File: config.mk
export PLATFORM = sky130hd
export DESIGN_NAME = edgcol_reg_bank
export DESIGN_NICKNAME = d
export VERILOG_FILES = /design/src/rtl/edgcol_pkg.sv /design/src/rtl/edgcol_fill_ctrl.sv /design/src/rtl/edgcol_reg_cell.sv /design/src/rtl/edgcol_reg_bank.sv
export SDC_FILE = /design/constraint.sdc
export NUM_CORES = 1
export LEC_CHECK = 0
export CAP_MARGIN = 10
export CORE_MARGIN = 2
export CORE_UTILIZATION = 42
export DETAILED_ROUTE_END_ITERATION = 6
export HOLD_SLACK_MARGIN = 0.06
export PLACE_DENSITY = 0.77
export SLEW_MARGIN = 25
export SYNTH_ARGS = -nofsm -noshare
export SYNTH_HDL_FRONTEND = slang
export SYNTH_HIERARCHICAL = 1
export SYNTH_SLANG_ARGS = --single-unit
export TNS_END_PERCENT = 30
File: constraint.sdc
create_clock -name clk -period 1.8 [get_ports clk]
set_input_delay 0.36 -clock clk [delete_from_list [all_inputs] [get_ports clk]]
set_output_delay 0.36 -clock clk [all_outputs]
set_load 0.02 [all_outputs]
File: src/rtl/edgcol_pkg.sv
`default_nettype none
// ============================================================================
// Module      : edgcol_pkg
// Description : Shared defaults, fill-state encoding and slice helper for the
//               edge-collision register bank.
// Revision    : 1.0 - initial parametrised release
// ============================================================================
package edgcol_pkg;

  localparam int C_REG_WIDTH = 32;
  localparam int C_REG_COUNT = 6;

  typedef enum logic [1:0] {
    EMPTY   = 2'd0,
    FILLING = 2'd1,
    FULL    = 2'd2
  } fill_state_t;

  // Bit offset of entry idx inside the flat rdData bus
  function automatic int slice_off(input int idx, input int width);
    return idx * width;
  endfunction

endpackage
`default_nettype wire

File: src/rtl/edgcol_fill_ctrl.sv
`default_nettype none
// ============================================================================
// Module      : edgcol_fill_ctrl
// Description : Fill FSM for the register bank. Tracks the append pointer,
//               full flag and sticky bad-address error, and produces the
//               one-hot entry write enables and the write-data select.
// Revision    : 1.0 - initial parametrised release
// ============================================================================
module edgcol_fill_ctrl
  import edgcol_pkg::*;
#(
  parameter int REG_COUNT  = 6,
  parameter int ADDR_WIDTH = 3
) (
  input  logic                  clk,
  input  logic                  rst,
  input  logic                  i_wr_ena,
  input  logic [ADDR_WIDTH-1:0] i_wr_addr,
  input  logic                  i_app_valid,
  input  logic                  i_clr,
  output logic                  o_app_ready,
  output logic [ADDR_WIDTH:0]   o_count,
  output logic                  o_full,
  output logic                  o_wr_err,
  output logic [REG_COUNT-1:0]  o_wr_sel,
  output logic                  o_app_sel
);

  localparam logic [ADDR_WIDTH:0] c_count_max  = (ADDR_WIDTH+1)'(REG_COUNT);
  localparam logic [ADDR_WIDTH:0] c_count_last = (ADDR_WIDTH+1)'(REG_COUNT - 1);
  localparam logic [ADDR_WIDTH:0] c_count_one  = (ADDR_WIDTH+1)'(1);

  fill_state_t         r_state;
  fill_state_t         w_state_nxt;
  logic [ADDR_WIDTH:0] r_count;
  logic [ADDR_WIDTH:0] w_count_nxt;
  logic                r_wr_err;
  logic                w_wr_err_nxt;
  logic                w_addr_ok;
  logic                w_full;
  logic                w_push;

  assign w_addr_ok   = ({1'b0, i_wr_addr} < c_count_max);
  assign w_full      = (r_state == FULL);
  // Random write owns the cycle, so the stream is held off while it is active
  assign o_app_ready = !w_full && !i_wr_ena;
  // A clear in the same cycle drops the transfer
  assign w_push      = i_app_valid && o_app_ready && !i_clr;

  // State, pointer and sticky error registers
  always_ff @(posedge clk) begin
    if (!rst) begin
      r_state  <= EMPTY;
      r_count  <= '0;
      r_wr_err <= 1'b0;
    end else begin
      r_state  <= w_state_nxt;
      r_count  <= w_count_nxt;
      r_wr_err <= w_wr_err_nxt;
    end
  end

  // Next state: clear beats random write beats append
  always_comb begin
    w_state_nxt  = r_state;
    w_count_nxt  = r_count;
    w_wr_err_nxt = r_wr_err;
    if (i_clr) begin
      w_state_nxt  = EMPTY;
      w_count_nxt  = '0;
      w_wr_err_nxt = 1'b0;
    end else if (i_wr_ena) begin
      if (!w_addr_ok) begin
        w_wr_err_nxt = 1'b1;
      end
    end else if (w_push) begin
      w_count_nxt = r_count + c_count_one;
      case (r_state)
        EMPTY:   w_state_nxt = (REG_COUNT == 1) ? FULL : FILLING;
        FILLING: if (r_count == c_count_last) w_state_nxt = FULL;
        default: w_state_nxt = r_state;
      endcase
    end
  end

  // One-hot entry enable: random address or append pointer
  always_comb begin
    o_wr_sel = '0;
    for (int i = 0; i < REG_COUNT; i++) begin
      if (!i_clr && i_wr_ena && w_addr_ok) begin
        o_wr_sel[i] = (i_wr_addr == ADDR_WIDTH'(i));
      end else if (w_push) begin
        o_wr_sel[i] = (r_count == (ADDR_WIDTH+1)'(i));
      end
    end
  end

  assign o_app_sel = !i_wr_ena;
  assign o_count   = r_count;
  assign o_full    = w_full;
  assign o_wr_err  = r_wr_err;

endmodule
`default_nettype wire

File: src/rtl/edgcol_reg_cell.sv
`default_nettype none
// ============================================================================
// Module      : edgcol_reg_cell
// Description : Single storage entry with write enable; clears on reset.
// Revision    : 1.0 - initial parametrised release
// ============================================================================
module edgcol_reg_cell #(
  parameter int WIDTH = 32
) (
  input  logic             clk,
  input  logic             rst,
  input  logic             i_wr_en,
  input  logic [WIDTH-1:0] i_wr_data,
  output logic [WIDTH-1:0] o_q
);

  logic [WIDTH-1:0] r_q;

  // Entry storage: cleared by reset, loaded when selected
  always_ff @(posedge clk) begin
    if (!rst) begin
      r_q <= '0;
    end else if (i_wr_en) begin
      r_q <= i_wr_data;
    end
  end

  assign o_q = r_q;

endmodule
`default_nettype wire

File: src/rtl/edgcol_reg_bank.sv
`default_nettype none
// ============================================================================
// Module      : edgcol_reg_bank
// Description : REG_COUNT x REG_WIDTH register bank, all entries visible in
//               parallel. Random-access write port plus in-order append
//               stream, with per-entry valid mask and fill tracking.
// Revision    : 1.0 - initial parametrised release
// ============================================================================
module edgcol_reg_bank
  import edgcol_pkg::*;
#(
  parameter int REG_WIDTH  = C_REG_WIDTH,
  parameter int REG_COUNT  = C_REG_COUNT,
  parameter int ADDR_WIDTH = 3
) (
  input  logic                           clk,
  input  logic                           rst,
  input  logic                           wrEna,
  input  logic [ADDR_WIDTH-1:0]          wrAddr,
  input  logic [REG_WIDTH-1:0]           wrData,
  input  logic                           appValid,
  input  logic [REG_WIDTH-1:0]           appData,
  output logic                           appReady,
  input  logic                           clr,
  output logic [REG_COUNT*REG_WIDTH-1:0] rdData,
  output logic [REG_COUNT-1:0]           validMask,
  output logic [ADDR_WIDTH:0]            count,
  output logic                           full,
  output logic                           wrErr
);

  if (ADDR_WIDTH != $clog2(REG_COUNT) || REG_COUNT < 2 || REG_COUNT > 64) begin : g_param_check
    $error("edgcol_reg_bank: REG_COUNT must be 2..64 and ADDR_WIDTH == clog2(REG_COUNT)");
  end

  logic [REG_COUNT-1:0] w_wr_sel;
  logic                 w_app_sel;
  logic [REG_WIDTH-1:0] w_wr_data;
  logic [REG_COUNT-1:0] r_valid_mask;

  edgcol_fill_ctrl #(
    .REG_COUNT  (REG_COUNT),
    .ADDR_WIDTH (ADDR_WIDTH)
  ) u_fill_ctrl (
    .clk         (clk),
    .rst         (rst),
    .i_wr_ena    (wrEna),
    .i_wr_addr   (wrAddr),
    .i_app_valid (appValid),
    .i_clr       (clr),
    .o_app_ready (appReady),
    .o_count     (count),
    .o_full      (full),
    .o_wr_err    (wrErr),
    .o_wr_sel    (w_wr_sel),
    .o_app_sel   (w_app_sel)
  );

  assign w_wr_data = w_app_sel ? appData : wrData;

  for (genvar gi = 0; gi < REG_COUNT; gi++) begin : g_entry
    localparam int c_off = slice_off(gi, REG_WIDTH);
    edgcol_reg_cell #(
      .WIDTH (REG_WIDTH)
    ) u_cell (
      .clk       (clk),
      .rst       (rst),
      .i_wr_en   (w_wr_sel[gi]),
      .i_wr_data (w_wr_data),
      .o_q       (rdData[c_off +: REG_WIDTH])
    );
  end

  // Valid mask: set by any entry write, cleared by clr or reset
  always_ff @(posedge clk) begin
    if (!rst) begin
      r_valid_mask <= '0;
    end else if (clr) begin
      r_valid_mask <= '0;
    end else begin
      r_valid_mask <= r_valid_mask | w_wr_sel;
    end
  end

  assign validMask = r_valid_mask;

endmodule
`default_nettype wire

==> impl_results.md <==
* EDFF count, synth at 0
* Mapped Nets at just over 800
* Post-Syn Instances at 730
* Static Leak at 5.32 nW
* CTS clk-pin slew, worst paths at ~60 ps
* Crit end category: flip-flop
* Hold_buf cts at 0
* Clock Latency Late Sink at 500 ps
* Root Buffer: clkbuf_16
* Slew HR at 0.646
* Number of global-route vias before repair at around 6100
* Unrepaired setup endpoints after global routing: yes
* Period utilisation layout at 1.03
* Synth top cells by count: dfxtp_1 (205), nor2b_1 (194), mux2i_1 (192), mux2_4 (30), buf_12 (21)
* Share of cells above drive strength 1 at 0.131
* Die width at roughly 150 um
* Run status: complete, but fails checks
* Input/output buffers at 276
* Largest net degree at the start of global routing at 127
* Max Root-Sink Buffers at 3
* First-pass GRT wire length at about 36000 um
* Cell with the most instances after synthesis: dfxtp_1
* Effective utilization at floorplan at 0.428
* Dpl cell area at about 12000 um^2
* Die area at around 22000 um^2
* Remaining DRCs at 0
* Tot GR Track Use at 0.214
* Post-synth top area cell: dfxtp_1
* Die Span Y at roughly 150 um
* Finished Cell Area at 12500 um^2
* Highest net fanout along the worst path at 6
* DR WL/cell at about 19 um
* Ant. Diodes at 0
* Pre-Repair DR Iteration Count at 4
* CTS tree: built
* CTS H-tree depth at 1
* # IOs at approximately 280
* Unique masters post-synth at 30
* Final hold viol count at 0
* Overflow after GRT at 0
* First DRT Iteration DRCs at roughly 140
* Fmax at ~540 MHz
* Final Util at 0.619
* Final net count at roughly 1100
* Post-synth top flop: dfxtp_1
* Dpl hpwl at around 16000 um
* Worst Hold Class: primary input to flip-flop
* Row count at between 50 and 60
* TritonCTS Buffers at 22
* Critical path class: flip-flop to flip-flop
* Total wire length at about 25000 um
* DRT antenna net count at 0
* Pwr Density at ~840 nW/um^2
* Fin crit period at ~1900 ps
* Worst VDD drop at around 0.00081 V
* Worst-Margin Slew at around 530 ps
* Final Worst Setup Slack at -53.4 ps
* Synthesized area at around 8700 um^2
* Worst Skew at 4.48 ps
* CP Data Required Time at approximately 2200 ps
* Slew Viols, Final at 0
* Yosys reg bits at roughly 200
* Failing checks: setup timing
* Register area share after synthesis at 0.474
* Synthesis-to-layout area growth at 44.8%
* Startpoint Class: flip-flop
* Initial antenna violation count at 1
* Total of max-cap violations at 0
* Setup TNS at -1060 ps
* Vias at about 6300
* Avg Vias per Cell at approximately 4.7
* Core Box Area at 20200 um^2
* Yosys top cell area share at 0.474
* Final setup vio count at 41
* Clock sinks at a little over 200
* Synth Warn # at 6
* Arrival time at the worst endpoint at 2240 ps
* Async SR Flop Fraction at 0
* Avg Inst Size Synth at ~12 um^2
* Most area-consuming cells after synthesis: dfxtp_1 (47%), mux2i_1 (22%), nor2b_1 (14%)
* GPL Wtd Cong at 0.799
## power by group
part	switching (W)	total, W	internal (W)
logic	0.000555	0.00113	0.000579
registers	0.0000418	0.00467	0.00463
clock network	0.00179	0.00475	0.00296
total	0.00239	0.0106	0.00816
## flip-flops by register name, summed over array words and instances, names as in the netlist
name / cells
u_fill_ctrl/o_count: 4
g_entry.u_cell/o_q: 192
u_fill_ctrl/o_wr_err: 1
u_fill_ctrl/r_state: 2
validMask: 6
## cell usage in the layout, fill, tap and decap left out, types with 2 or more instances in the layout
cell type,synthesis,layout
mux2_4,30,30
bufinv_16,0,3
clkdlybuf4s15_2,0,2
clkbuf_16,0,26
buf_16,0,3
nor2_1,16,16
mux2i_1,192,192
clkbuf_8,0,7
nor3b_1,2,2
buf_4,0,27
clkinv_2,0,2
mux2_2,2,2
a21oi_1,4,4
buf_6,7,5
dlygate4sd2_1,0,205
nand3_1,2,2
bufbuf_16,0,2
ha_1,4,4
nor2b_1,194,194
nand2b_1,3,2
dfxtp_1,205,203
clkbuf_1,18,2
or4_1,2,2
dfxtp_2,0,2
nor3_1,3,3
buf_12,21,14
clkdlybuf4s50_1,0,67
a22o_4,0,2
o31ai_1,3,3
a32o_2,0,4
inv_1,6,5
## routing by layer
layer  wire length [um]  global-route usage  vias up
met5                 13                   0        -
met4                520              0.0514        2
met3               1870              0.0648       35
met2              11600               0.363      222
met1              10600               0.265     2924
li1                   -                   -     3074
## layout make-up
type / count / area [um^2]
Inverter: 7 / 28.8
Timing Repair Buffer: 330 / 3290
Fill cell: 1701 / 7700
Multi-Input combinational cell: 471 / 4000
Clock inverter: 7 / 124
Tap cell: 270 / 338
Clock buffer: 31 / 654
Sequential cell: 205 / 4110
## logic make-up (layout without fill, tap and decap cells)
group | Yosys count | in the layout | share of synthesized area
muxes | 224 | 224 | 0.277
AOI/OAI and AO/OA | 16 | 16 | 0.0137
and+or+nand+nor | 227 | 227 | 0.161
DFF | 205 | 205 | 0.474
adders and majority gates | 4 | 4 | 0.00578
buffers and inverters | 54 | 375 | 0.0691
## through the flow
step	cells	setup slack (ps)	hold slack [ps]	total power (W)
floorplan	730	-83.7	487	0.00541
global placement	1259	-549	446	0.00589
detailed placement	1259	-614	458	0.00590
CTS	1314	7.81	260	0.0107
global route	1321	-89.6	275	0.0109
finish	1321	-53.4	276	0.0106
## worst max-delay path, stage by stage, from the launching register on
cell	delay [ps]
dfxtp_2	330
nand2b_4	140
inv_4	50
nor4_4	250
buf_4	170
buf_6	90
a32o_2	150
buf_12	150
buf_12	130
mux2i_1	200
nor2b_1	70
## what timing repair did
item	in CTS	in global routing
setup endpoints to repair	387	74
buffers inserted	11	3
cloned	6	5
gates resized for setup	229	7
pin swaps	5	2
## worst paths after layout
check	cells after the start	endpoint	slack (ps)	startpoint
max	10	g_entry[3].u_cell/o_q[13]	-50	u_fill_ctrl/r_state[0]
min	3	u_fill_ctrl/r_state[1]	280	rst
max reg2reg	10	g_entry[3].u_cell/o_q[13]	-50	u_fill_ctrl/r_state[0]
min reg2reg	2	validMask[0]	460	validMask[0]
Note: power is estimated with default switching activity, not from simulation.
